## src/rtl/mem_access_unit.sv

```systemverilog
// mem_access_unit: registered MIPS32 MEM stage (ALU passthrough, big-endian loads/stores on req/ack bus, watchdog); optional MEM_ALIGN_CHECK_EN; ports: ex_* in, bus_* out/in, wb_* out, mem_err out
module mem_access_unit #(
  parameter int ADDR_W = 32,
  parameter int REG_ADDR_W = 5,
  parameter int TIMEOUT = 255
) (
  input  logic                  clk,
  input  logic                  rst,
  input  logic                  ex_valid,
  output logic                  ex_ready,
  input  logic [3:0]            ex_op,
  input  logic [31:0]           ex_wdata,
  input  logic [REG_ADDR_W-1:0] ex_waddr,
  input  logic                  ex_wr_en,
  input  logic [ADDR_W-1:0]     ex_mem_addr,
  input  logic [31:0]           ex_store_data,
  output logic                  bus_req,
  output logic                  bus_we,
  output logic [ADDR_W-1:0]     bus_addr,
  output logic [3:0]            bus_be,
  output logic [31:0]           bus_wdata,
  input  logic [31:0]           bus_rdata,
  input  logic                  bus_ack,
  output logic                  wb_valid,
  output logic [31:0]           wb_wdata,
  output logic [REG_ADDR_W-1:0] wb_waddr,
  output logic                  wb_wr_en,
  output logic                  mem_err
);
  localparam int CW = TIMEOUT > 0 ? $clog2(TIMEOUT + 1) : 1;
  typedef enum logic {IDLE, ACCESS} state_t;
  state_t state, state_n;
  logic [3:0] op_q;
  logic [1:0] off_q, off;
  logic [REG_ADDR_W-1:0] waddr_q;
  logic wr_en_q, fire, is_load, is_store, misal, tmo;
  logic [CW-1:0] cnt;
  logic [3:0] be_n;
  logic [31:0] wdata_n, ld_data;
  logic [15:0] half;
  logic [7:0] lb;
  assign off = ex_mem_addr[1:0];
  assign is_load = ex_op >= 4'd1 && ex_op <= 4'd5;
  assign is_store = ex_op >= 4'd6 && ex_op <= 4'd8;
`ifdef MEM_ALIGN_CHECK_EN
  assign misal = ((ex_op == 4'd3 || ex_op == 4'd4 || ex_op == 4'd7) && off[0]) ||
                 ((ex_op == 4'd5 || ex_op == 4'd8) && off != 2'b00);
`else
  assign misal = 1'b0;
`endif
  // Ack in the same cycle as the timeout takes priority (checked first below).
  assign tmo = (TIMEOUT != 0) && (cnt == CW'(TIMEOUT - 1));
  assign be_n = ex_op == 4'd6 ? 4'b1000 >> off : ex_op == 4'd7 ? (off[1] ? 4'b0011 : 4'b1100) : 4'b1111;
  assign wdata_n = ex_op == 4'd6 ? {4{ex_store_data[7:0]}} : ex_op == 4'd7 ? {2{ex_store_data[15:0]}} : ex_store_data;
  // Big-endian: byte offset 0 lives in bits [31:24].
  assign lb = 8'(bus_rdata >> {~off_q, 3'b000});
  assign half = off_q[1] ? bus_rdata[15:0] : bus_rdata[31:16];
  assign ld_data = op_q == 4'd1 ? {{24{lb[7]}}, lb} :
                   op_q == 4'd2 ? {24'h0, lb} :
                   op_q == 4'd3 ? {{16{half[15]}}, half} :
                   op_q == 4'd4 ? {16'h0, half} : bus_rdata;
  always_comb begin
    ex_ready = state == IDLE;
    bus_req = state == ACCESS;
    fire = ex_valid & ex_ready;
    state_n = state == IDLE ? ((fire & (is_load | is_store) & ~misal) ? ACCESS : IDLE)
                            : ((bus_ack | tmo) ? IDLE : ACCESS);
  end
  always_ff @(posedge clk or negedge rst)
    if (!rst) state <= IDLE;
    else state <= state_n;
  always_ff @(posedge clk or negedge rst) begin
    if (!rst) begin
      op_q <= '0;
      off_q <= '0;
      waddr_q <= '0;
      wr_en_q <= 1'b0;
      cnt <= '0;
      bus_we <= 1'b0;
      bus_addr <= '0;
      bus_be <= '0;
      bus_wdata <= '0;
      wb_valid <= 1'b0;
      wb_wdata <= '0;
      wb_waddr <= '0;
      wb_wr_en <= 1'b0;
      mem_err <= 1'b0;
    end else begin
      wb_valid <= 1'b0;
      mem_err <= 1'b0;
      if (state == IDLE && fire) begin
        if (!(is_load | is_store)) begin
          wb_valid <= 1'b1;
          wb_wdata <= ex_wdata;
          wb_waddr <= ex_waddr;
          wb_wr_en <= ex_wr_en;
        end else if (misal) begin
          wb_valid <= 1'b1;
          wb_waddr <= ex_waddr;
          wb_wr_en <= 1'b0;
          mem_err <= 1'b1;
        end else begin
          op_q <= ex_op;
          off_q <= off;
          waddr_q <= ex_waddr;
          wr_en_q <= ex_wr_en & is_load;
          cnt <= '0;
          bus_we <= is_store;
          bus_addr <= {ex_mem_addr[ADDR_W-1:2], 2'b00};
          bus_be <= is_store ? be_n : 4'b1111;
          bus_wdata <= wdata_n;
        end
      end else if (state == ACCESS) begin
        if (bus_ack) begin
          wb_valid <= 1'b1;
          wb_wdata <= ld_data;
          wb_waddr <= waddr_q;
          wb_wr_en <= wr_en_q;
        end else if (tmo) begin
          wb_valid <= 1'b1;
          wb_waddr <= waddr_q;
          wb_wr_en <= 1'b0;
          mem_err <= 1'b1;
        end else cnt <= cnt + 1'b1;
      end
    end
  end
endmodule

```

## config.mk

```make
export PLATFORM = sky130hd
export DESIGN_NAME = mem_access_unit
export DESIGN_NICKNAME = d
export VERILOG_FILES = /design/src/rtl/mem_access_unit.sv
export SDC_FILE = /design/constraint.sdc
export NUM_CORES = 1
export LEC_CHECK = 0
export ABC_AREA = 1
export CORE_MARGIN = 5
export CORE_UTILIZATION = 35
export DETAILED_ROUTE_END_ITERATION = 7
export PLACE_DENSITY = 0.68
export SLEW_MARGIN = 20
export SYNTH_ARGS = -nofsm -noshare
export SYNTH_HDL_FRONTEND = slang
export SYNTH_SLANG_ARGS = --single-unit
```

## constraint.sdc

```tcl
create_clock -name clk -period 3.95 [get_ports clk]
set_input_delay 0.9875 -clock clk [delete_from_list [all_inputs] [get_ports clk]]
set_output_delay 0.9875 -clock clk [all_outputs]
set_load 0.02 [all_outputs]
```

Yosys cells after proc, flatten, opt, wreduce, memory -nomap -nowiden
Cells that the tools add are included.
Word-level totals
  input bits: 142
  output and inout bits: 111
  register bits after elaboration: 128
  logic and storage cells: 91
Cells by class
  magnitude comparators: 4
  shift operators: 2
  add/sub/neg operators: 1
  bitwise operators: 7
  muxes and demuxes: 41
  reduce and logical (&&, ||, !) cells: 10
  eq/ne operators: 11
Operator list (count)
  2-to-1 mux 32 bit: 10
  2-to-1 mux 8 bit: 5
  right shift 32 x 5 -> 8 bit: 1
  2-to-1 mux 5 bit: 5
  2-to-1 mux 1 bit: 16
  2-to-1 mux 16 bit: 1
  2-to-1 mux 4 bit: 4
  equality test 4 x 3 -> 1 bit, second input constant: 3
  adder 8 x 1 -> 8 bit, second input constant: 1
  equality test 4 x 2 -> 1 bit, second input constant: 2
  equality test 8 bit, second input constant: 1
  AND reduction 3 bit: 2
  equality test 4 x 1 -> 1 bit, second input constant: 1
  greater-or-equal comparator 4 x 1 -> 1 bit, second input constant: 1
  greater-or-equal comparator 4 x 3 -> 1 bit, second input constant: 1
  less-or-equal comparator 4 x 3 -> 1 bit, second input constant: 1
  less-or-equal comparator 4 bit, second input constant: 1
  != test 2 x 1 -> 1 bit, second input constant: 2
  != test 2 bit, second input constant: 2
  AND reduction 4 bit: 1
  nonzero test 2 bit: 2
  right shift 4 x 2 -> 4 bit, first input constant: 1
  AND 1 bit: 3
  logical AND 1 bit: 3
  other kinds (5): 6

Longest topological paths before layout
  depth in word-level cells: 8
  depth in mapped cells: 11
  depth with buffers taken out: 10

Worst setup path after synthesis
OpenSTA, ideal clock, no wires.
  kind: input port to flip-flop
  from: input ex_op[2]
  to: register bus_wdata[15]
  arrival time: 1912 ps
  path slack: 1919 ps
  path buffers: 0
  library setup time: 119 ps
  data required time: 3831 ps
  stages: 8
  path through: nand2_1 nor2_4 inv_2 nor2_2 inv_2 nand2_1 nand3_1 o21a_1
On the way
  cells in the longest elaborated chain, start to end: 4
  elaborated cells between the ends (all ways): 10
  those cells by class: order compare: 4; eq/ne: 1; mux: 1; bitwise: 1; reduce/logical: 3
Ends and longest elaborated chain
  start, declared: line 11  | input logic [3:0] ex_op,
  greater-or-equal comparator 4 x 1 -> 1 bit, or another cell as far along: line 43  | assign is_load = ex_op >= 4'd1 && ex_op <= 4'd5;
  logical AND 1 bit (on tied branches): line 43, 44
  OR 1 bit: line 92  | if (!(is_load | is_store)) begin
  AND reduction 2 bit (no source line)
  end signal, assigned: line 111  | bus_wdata <= wdata_n;
  end, declared: line 21  | output logic [31:0] bus_wdata,
Several ways; a longest one is shown, not always the timed one.
A chain may end at the register's enable or synchronous reset.

Worst setup path in the final report
  from: input ex_op[1]
  to: register wb_wdata[9]
On the way
  cells in the longest elaborated chain, start to end: 5
  elaborated cells between the ends (all ways): 9
  those cells by class: order compare: 4; eq/ne: 1; bitwise: 1; reduce/logical: 3
Ends and longest elaborated chain
  greater-or-equal comparator 4 x 1 -> 1 bit, or another cell as far along: line 43
  logical AND 1 bit (on tied branches): line 43, 44
  OR 1 bit *: line 92
  != test 2 bit (no source line) *
  AND reduction 3 bit (no source line) *
  end signal, assigned: line 94  | wb_wdata <= ex_wdata;
  end signal, assigned: line 116  | wb_wdata <= ld_data;
  end, declared: line 25  | output logic [31:0] wb_wdata,
Mark *: on every way between the ends. The rest lies on a longest branch, timed or not.

==> summary.md <==
| Metric | Value |
|---|---|
| Syn_area_per_cell | `7.07 µm²` |
| Slew headroom | `42.1%` |
| Unrepaired setup endpoints after global routing | `false` |
| Setup tns final | `0 ns` |
| IO Pins | `253` |
| Tightest Pin Transition | `0.868 ns` |
| Vias per inst | `4.70` |
| Synth top area share | `46.6%` |
| Power density over cell area | `598 nW/µm²` |
| R2r endpoint | `wb_wdata[15]` |
| Total die area | `22500 µm²` |
| Vias | `6954` |
| CTS tree | `done` |
| Cells on worst reg2reg path | `9` |
| Clock transition at path regs | `0.06 ns` |
| Post-synthesis cell area | `6870 µm²` |
| Post-synth top area cell | `dfrtp_1` |
| First-pass GRT wire length | `36.6 mm` |
| Post-DR wirelength/cell | `15.6 µm` |
| DP HPWL | `16.8 mm` |
| Critical Path Source | `ex_op[1]` |
| Final WS setup | `1.11 ns` |
| FILL cells | `1865` |
| Required @ worst endpoint | `4.25 ns` |
| F_max | `352 MHz` |
| Synth warn | `0` |
| Sequential share of the synthesized area | `46.6%` |
| R2R setup slack | `1.56 ns` |
| Final Max Tran Viols | `0` |
| Asr flop ratio synth | `100%` |
| Starting density of the core | `35.4%` |
| WS Path Type | `input pin to flip-flop` |
| Post-synthesis cell count | `971` |
| Register area | `3200 µm²` |
| Initial antenna violation count | `0` |
| Minimum clock period | `2.84 ns` |
| Core area | `19400 µm²` |
| # setup viols final | `0` |
| Reg2reg start | `off_q[1]` |
| Most common cell in the synthesized netlist | `nand2_1` |
| Top FF cell, synth | `dfrtp_1` |
| Clock root cell | `clkbuf_16` |
| Drt first pass iters | `5` |
| Layout cells sized above 1 | `6.66%` |
| Layout Area Growth over Synthesis | `48.7%` |
| Number of global-route vias before repair | `6904` |
| Number of synthesized flops with an enable pin | `0` |
| Worst EP arrival | `3.14 ns` |
| H-Tree Depth | `4` |
| Crit path capture type | `flip-flop` |
| Post-synthesis register bit count | `128` |
| Crit-path max FO | `30` |
| Clk_lat worst skew | `0.41 ns` |
| Final nets | `1347` |
| Max Cap Viol | `0` |
| CP startpoint kind | `input pin` |
| Die Wd | `150 µm` |
| Clk buf depth | `2` |
| Area occupied by multi-input gates | `3150 µm²` |
| Pin count of the biggest net entering global routing | `106` |
| Cell Rows | `51` |
| Worst slack at placement | `0.692 ns` |
| Cts hold-fix bufs | `0` |
| I/O Buffers | `250` |
| CTS Sinks | `128` |
| Routed wire length | `23.0 mm` |
| CP Cell Sequence | `clkdlybuf4s50_1 -> nand2_1 -> nor2_4 -> nor2_4 -> nand3_4 -> nand2_4 -> inv_2 -> buf_4 -> nor2_1 -> nand2_1 -> nand2_1` |
| Post-synthesis cell type count | `34` |
| # diodes | `0` |
| Initial drt markers | `390` |
| Slowest-stage cell, CP | `clkdlybuf4s50_1` |
| CP dominant cell by count | `nand2_1` |
| Post_cts resized | `0` |
| CP max stage delay | `0.51 ns` |
| Routed Antenna Nets | `0` |
| Peak VDD IR | `0.310 mV` |
| Class of the worst hold path | `input pin to async pin` |
| Synth top cells by count | `nand2_1, dfrtp_1, nor2_1` |
| CTS Buf Count | `17` |
| Status | `finished clean` |
| Pleak | `5.11 nW` |
| Final Hold Fails | `0` |
| # DRC | `0` |
| Worst Skew | `0.00839 ns` |
| Post-CTS Setup Inserts | `0` |
| Final GP Congestion | `0.891` |
| Gr usage total | `20.6%` |
| Ranking of synthesized cells by area | `dfrtp_1, nand2_1, nor2_1, nand3_1, inv_1` |
| GRT overflow | `0` |
| Period utilization | `71.8%` |
| Die height | `150 µm` |
==> worst max-delay path: cells and delay by family <==
family | cells | cell delay [ns]
simple gates | 8 | 0.88
buf+inv | 3 | 1.25
==> metal layers <==
layer,global-route usage (%),share of wire [%]
met1,25.9,41
met2,32.5,45
met3,9.75,13
met4,4.39,1.2
met5,0,0
==> state kept, by name, indices dropped and copies added (netlist names) <==
signal	count
bus_wdata	32
wb_wdata	32
bus_addr	30
cnt	8
waddr_q	5
wb_waddr	5
bus_be	4
op_q	4
off_q	2
bus_req	1
bus_we	1
mem_err	1
wb_valid	1
wb_wr_en	1
wr_en_q	1
==> layout by cell type, fill, tap and decap left out, types with 8 or more instances in the layout <==
cell             netlist  final
nor2_1                94     94
inv_1                 58     58
o21ai_0               34     34
a21oi_1               31     31
clkbuf_16              0     17
nand2_1              441    441
dfrtp_1              128    128
clkdlybuf4s50_1        0    249
nand2_2               16     15
nand3_1               63     63
o21a_1                 8      8
==> cell families (layout without fill, tap and decap cells) <==
group	Yosys count	after routing	share of synthesized area [%]
other	1	2	0.0546
multiplexers	2	2	0.292
AO/OA/AOI/OAI	87	87	6.92
adder cells (fa/ha/maj)	2	2	0.364
AND/OR/NAND/NOR	633	633	37.4
XOR/XNOR	5	5	0.638
buffers and inverters	113	357	7.63
flip-flops	128	128	46.6
==> per-stage QoR <==
stage	hold slack (ns)	power (W)	instances	util [%]	area, µm²
after floorplan	0.453	0.00320	972	-	6870
after global placement	0.456	0.00430	1448	49.0	9510
after detailed placement	0.464	0.00432	1448	49.0	9510
after CTS	0.483	0.00617	1480	52.5	10200
after global routing	0.433	0.00649	1481	52.7	10200
final	0.434	0.00610	1481	52.7	10200
==> area by class of cell <==
cell class,count,area share (%)
Inverter,66,2.45
Timing Repair Buffer,259,25.5
Multi-Input combinational cell,731,30.8
Clock inverter,12,2.25
Sequential cell,128,31.4
Clock buffer,20,4.37
Tap cell,265,3.25
==> worst max-delay path by stage <==
stage / depth (start not counted) / slack [ns] / endpoint
floorplan: 8 / 1.92 / bus_wdata[15]
global placement: 11 / 0.77 / wb_wdata[21]
detailed placement: 11 / 0.69 / wb_wdata[10]
CTS: 11 / 1.13 / wb_wdata[10]
global route: 12 / 0.94 / wb_wdata[27]
finish: 11 / 1.11 / wb_wdata[9]
==> where the power goes <==
part / switching, W / internal (W) / total (W)
registers: 0.000287 / 0.00169 / 0.00198
logic: 0.00128 / 0.00104 / 0.00232
clock network: 0.000601 / 0.00121 / 0.00181
Note: power is estimated with default switching activity, not from simulation.
